## src/rtl/fetch_ctrl.sv

```systemverilog
// IF-stage fetch sequencer: single-outstanding imem request/grant/response,
// IF/ID valid/ready presentation, and branch redirect with stale-response squash.
module fetch_ctrl #(
  parameter int                    ADDR_WITDH = 32,
  parameter int                    DATA_WITDH = 32,
  parameter logic [DATA_WITDH-1:0] NOP_INST   = 32'h0000_0013
) (
  input  logic                  clk,
  input  logic                  rst,
  input  logic [ADDR_WITDH-1:0] pc_in,
  output logic                  pc_en,
  output logic                  pc_taken,
  output logic [ADDR_WITDH-1:0] pc_target,
  input  logic                  redirect,
  input  logic [ADDR_WITDH-1:0] redirect_target,
  output logic                  imem_req,
  output logic [ADDR_WITDH-1:0] imem_addr,
  input  logic                  imem_gnt,
  input  logic                  imem_rvalid,
  input  logic [DATA_WITDH-1:0] imem_rdata,
  output logic                  if_valid,
  output logic [ADDR_WITDH-1:0] if_pc,
  output logic [DATA_WITDH-1:0] if_inst,
  input  logic                  id_ready
);

  typedef enum logic [1:0] {IDLE, REQ, WAIT, HOLD} state_t;

  state_t                state_q, state_d;
  logic                  kill_q, kill_d;
  logic [ADDR_WITDH-1:0] addr_q, addr_d;
  logic                  valid_d;
  logic [ADDR_WITDH-1:0] pc_d;
  logic [DATA_WITDH-1:0] inst_d;

  // The memory only samples the address in the grant cycle, so it simply follows the PC.
  assign imem_addr = pc_in;
  assign pc_target = redirect_target;

  // NOTE: every signal written here gets a default first, so no path can leave
  // one unassigned and infer a latch.
  always_comb begin
    state_d  = state_q;
    kill_d   = kill_q;
    addr_d   = addr_q;
    valid_d  = if_valid;
    pc_d     = if_pc;
    inst_d   = if_inst;
    imem_req = 1'b0;
    pc_en    = redirect;
    pc_taken = redirect;

    case (state_q)
      IDLE: state_d = REQ;

      REQ: begin
        imem_req = 1'b1;
        if (imem_gnt) begin
          pc_en   = 1'b1;
          addr_d  = pc_in;
          // A redirect in the grant cycle makes the granted fetch stale.
          kill_d  = redirect;
          state_d = WAIT;
        end
      end

      WAIT: begin
        if (imem_rvalid) begin
          kill_d = 1'b0;
          if (kill_q || redirect) begin
            state_d = REQ;
          end else begin
            valid_d = 1'b1;
            pc_d    = addr_q;
            inst_d  = imem_rdata;
            state_d = HOLD;
          end
        end else if (redirect) begin
          kill_d = 1'b1;
        end
      end

      HOLD: begin
        if (id_ready || redirect) begin
          valid_d = 1'b0;
          inst_d  = NOP_INST;
          state_d = REQ;
        end
      end

      default: state_d = IDLE;
    endcase

    // A redirect flushes whatever the IF/ID boundary would present next cycle.
    if (redirect) begin
      valid_d = 1'b0;
      inst_d  = NOP_INST;
    end
  end

  // NOTE: sequential state uses non-blocking assignments so every register
  // samples the pre-edge values regardless of statement order.
  always_ff @(posedge clk) begin
    if (!rst) begin
      state_q  <= IDLE;
      kill_q   <= 1'b0;
      addr_q   <= '0;
      if_valid <= 1'b0;
      if_pc    <= '0;
      if_inst  <= NOP_INST;
    end else begin
      state_q  <= state_d;
      kill_q   <= kill_d;
      addr_q   <= addr_d;
      if_valid <= valid_d;
      if_pc    <= pc_d;
      if_inst  <= inst_d;
    end
  end

endmodule

```

## config.mk

```make
export PLATFORM = sky130hd
export DESIGN_NAME = fetch_ctrl
export DESIGN_NICKNAME = d
export VERILOG_FILES = /design/src/rtl/fetch_ctrl.sv
export SDC_FILE = /design/constraint.sdc
export NUM_CORES = 1
export LEC_CHECK = 0
export BUFFER_PORTS_ARGS = -buffer_cell sky130_fd_sc_hd__buf_4
export CORE_ASPECT_RATIO = 0.75
export CORE_UTILIZATION = 35
export CTS_CLUSTER_DIAMETER = 30
export DETAILED_ROUTE_END_ITERATION = 8
export PLACE_DENSITY = 0.66
export SYNTH_ARGS = -nofsm -noshare
export SYNTH_HDL_FRONTEND = slang
export SYNTH_SLANG_ARGS = --single-unit
```

## constraint.sdc

```tcl
create_clock -name clk -period 2.2 [get_ports clk]
set_input_delay 0.44 -clock clk [delete_from_list [all_inputs] [get_ports clk]]
set_output_delay 0.44 -clock clk [all_outputs]
set_load 0.05 [all_outputs]
```

==> run summary <==
Counting instances, the worst hold path has a depth of 3. Along the worst path, the maximum fanout reaches 18. The worst setup path is of the register to register kind.

The global-route wire length before repair came out at between 15 and 20 mm. The type of destination of the critical path is a register. The count of unique library cells instantiated by Yosys is 28. The worst register-to-register path ends at if_inst[2].

The detailed-route via count came out at 3,710. The routed via count divided by cell count is 4.69. The total instance count after detailed placement is 775. The total grt overflow came out at 0.

For the worst setup path, the data required time is 2.46 ns. The clock network latency to the later pin of the worst-skew pair came out at 0.33 ns. After clock tree synthesis, the repair step resized 0 gates.

For the final routed database, the setup TNS stands at 0 ns. The category of the worst setup path launch point is a register. The count of non-filler cells in the finished layout came out at a little under 800. Between clock sinks in the finished design, the worst skew comes to 0.00672 ns. The first-pass detailed-route iteration total came out at 7. The number of buffers and inverters on the critical path is 2. The primary flip-flop cell chosen by synthesis mapping is sky130_fd_sc_hd__dfxtp_1. The repair_antennas step left the layout with diodes totalling 0. Measured against its own limit, the worst slew margin works out to ~67%. The floorplan step defined a die boundary enclosing 13,100 sq um. The largest single stage delay on the critical path is 0.43 ns.

Counting flops with an async set or reset pin after synthesis yields a share of 0%. The startpoint identified for the worst register-to-register timing path is state_q[0]. Max-cap violations in this run came to 0. The final count of pins violating max slew came out at 0. The number of global-route vias before repair came out at 3,577. The run finished, with violations left. The detailed placer's ending HPWL is 7.48 mm. Counting cells, the worst reg-to-reg path comes to 6. The layout overhead on the synthesized area came out at 29.7%. By area the synthesized netlist is led by sky130_fd_sc_hd__dfxtp_1, sky130_fd_sc_hd__nand2_1, sky130_fd_sc_hd__buf_4.

The cell sitting at the root of the clock tree is a sky130_fd_sc_hd__clkbuf_16. Summing all placed instances gives a cell area of 5420 sq um. When the netlist entered floorplanning its net count stood at 635. The overall global routing resource usage is 15.8%. The I/O pin count is 234. The top-area cell type share of the netlist area is 45.3%.

By instance count, the leading cell after synthesis is sky130_fd_sc_hd__nand2_1. The leakage power total came out at 0.00230 uW. Entering global routing, the biggest net connects 67 pins.

Clock-pin slew was measured on the worst setup and hold paths at 0.07 ns. The number of antenna violations at the first check in global routing came to 0. The arrival time at the worst endpoint is about 2.2 ns.

The path with the worst hold slack has its endpoint at addr_q[19]. The share of synthesized area occupied by flip-flops and latches came out at 45.3%. The post-route DRC violation count is 2. The worst-case clock buffer depth came out at 2. The number of storage elements in the synthesis netlist came out at 100. The tightest min-delay check is of the primary input to register type. The TritonCTS clock tree is yes. In this run, synthesis inferred 0 flip-flops with an integrated enable. The number of warnings reported in the yosys synthesis log is 0. The count of endpoints failing hold in the final timing report is 0. At the end of the flow, the number of nets in the layout was 727. The post-layout instance area came out at 5730 sq um.

Once the floorplan was initialized, standard cells occupied between 30% and 40% of the core. The worst-case hold slack came out at 0.354 ns. The depth of the CTS H-tree came out at 3. The worst hold path begins at pc_in[19]. In the final routed layout, each cell accounts on average for 13.2 um. The category of cells accounting for the largest share of critical-path delay is simple AND/OR/NAND/NOR gates. The detail route stage leaves a number of antenna-violating nets equal to 0. The die is 132 um wide. The post-CTS setup buffer count came out at 0. The worst path uses between 90% and 100% of the clock period. The row count is 35. The signal on the critical path passes through inv_1 > ha_1 > or3b_1 > a211oi_4 > buf_12 > mux2i_1. The cell with the largest stage delay on the worst path is sky130_fd_sc_hd__or3b_1. The post-route minimum period is 1.99 ns. The die is between 90 and 100 um tall. The number of hold buffers added after CTS was 0. In this run the tool buffered the top-level ports with roughly 170 buffer cells. The count of fill cells added during filler insertion is 1,238. The slack of the worst reg-to-reg path came out at 0.21 ns.

The number of sinks driven by the clock tree came out at 100. By count the netlist is led by sky130_fd_sc_hd__nand2_1, sky130_fd_sc_hd__dfxtp_1, sky130_fd_sc_hd__a21oi_1, sky130_fd_sc_hd__buf_4, sky130_fd_sc_hd__mux2i_1. The slew of the pin with the lowest slew margin is between 0.4 and 0.5 ns. The peak ir drop on the vdd network came out at 361 uV. Setup repair after global routing left no endpoint under its margin. Each instance of the synthesized netlist takes up on average 8.37 sq um. The synthesized netlist occupies a cell area of between 4000 and 5000 sq um.

Synthesis produced between 500 and 600 cells. The peak clock frequency supported by timing came out at 0.504 GHz. The power density over the cells came out at 708 nW/um^2. The number of buffers inserted during clock tree synthesis is 9. Routability-driven placement finished with a final weighted congestion of a little over 0.8.

The final reports fail on design-rule violations. The final count of negative-setup-slack endpoints came out at 0. The total wire length after detailed routing is 10.4 mm.

The share of cells above drive strength 1 came out at 32.5%. The library cell with the largest summed area after synthesis is sky130_fd_sc_hd__dfxtp_1. The detailed router finished its first iteration with between 100 and 150 violations. The region available for standard cell placement spans 12,300 sq um.
how the worst max path moves through the flow:
stage / start / end / slack, ns / depth (start not counted)
floorplan: state_q[0] / if_inst[10] / 0.34 / 6
global placement: state_q[0] / if_inst[7] / 0.31 / 6
detailed placement: state_q[0] / if_inst[2] / 0.21 / 6
CTS: state_q[0] / if_inst[2] / 0.20 / 6
global route: state_q[0] / if_inst[11] / 0.07 / 6
finish: state_q[0] / if_inst[2] / 0.21 / 6
cell families (layout without fill, tap and decap cells):
kind of cell               Yosys count  count (layout)  synth area share, %
and+or+nand+nor                    212             212                 21.8
buffers and inverters              105             202                 15.0
DFF                                100             100                 45.3
AOI/OAI and AO/OA                   72              72                 8.75
muxes                               34              34                 7.70
adders and majority gates            5               5                 1.42
metrics by stage:
step	power (uW)	setup slack (ns)	util [%]
2_1_floorplan	2470	0.342	-
3_3_place_gp	2500	0.305	44.0
3_5_place_dp	2500	0.213	44.0
4_1_cts	4110	0.198	46.6
5_1_grt	4210	0.0729	46.6
6_report	4060	0.215	46.6
cells in the final DEF, fill, tap and decap left out, drive strengths merged:
cell / instances
a211oi: 1
a21oi: 67
a31o: 1
and2: 2
buf: 181
bufinv: 1
clkbuf: 11
clkinv: 3
clkinvlp: 1
dfxtp: 100
ha: 5
inv: 5
mux2i: 34
nand2: 159
nand2b: 4
nand3b: 29
nand4bb: 1
nor2: 4
nor2b: 3
nor3: 4
nor3b: 2
nor4bb: 1
o21ai: 1
o311a: 1
o31ai: 1
or3: 1
or3b: 1
or4: 1
cell type report:
type	count	area, sq um	area share [%]
Sequential cell	100	2000	34.9
Clock inverter	5	60.1	1.05
Clock buffer	11	253	4.41
Inverter	5	18.8	0.327
Tap cell	166	208	3.62
Multi-Input combinational cell	323	1780	31.1
Timing Repair Buffer	181	1410	24.6
routing by layer:
metal | wire length [um] | vias up | global-route usage, %
li1 | - | 1837 | -
met1 | 4770 | 1728 | 19.6
met2 | 5000 | 136 | 26.7
met3 | 534 | 9 | 4.43
met4 | 101 | 0 | 4.74
met5 | 0 | - | 0
flip-flops by register name, summed over array words and instances (netlist names):
signal	count
addr_q	32
if_pc	32
if_inst	32
state_q	2
if_valid	1
kill_q	1
power by group:
group | leakage (uW) | switching, uW | internal [uW] | total, uW
clock network | 0.000152 | 655 | 945 | 1600
registers | 0.000809 | 25.7 | 1850 | 1880
logic | 0.00134 | 351 | 228 | 579
worst reg2reg max path: stages, from the launching register on:
cell	delay, ns
sky130_fd_sc_hd__dfxtp_1	0.35
sky130_fd_sc_hd__inv_1	0.09
sky130_fd_sc_hd__ha_1	0.25
sky130_fd_sc_hd__or3b_1	0.43
sky130_fd_sc_hd__a211oi_4	0.34
sky130_fd_sc_hd__buf_12	0.23
sky130_fd_sc_hd__mux2i_1	0.23
Power figures use the tool's default switching activity.
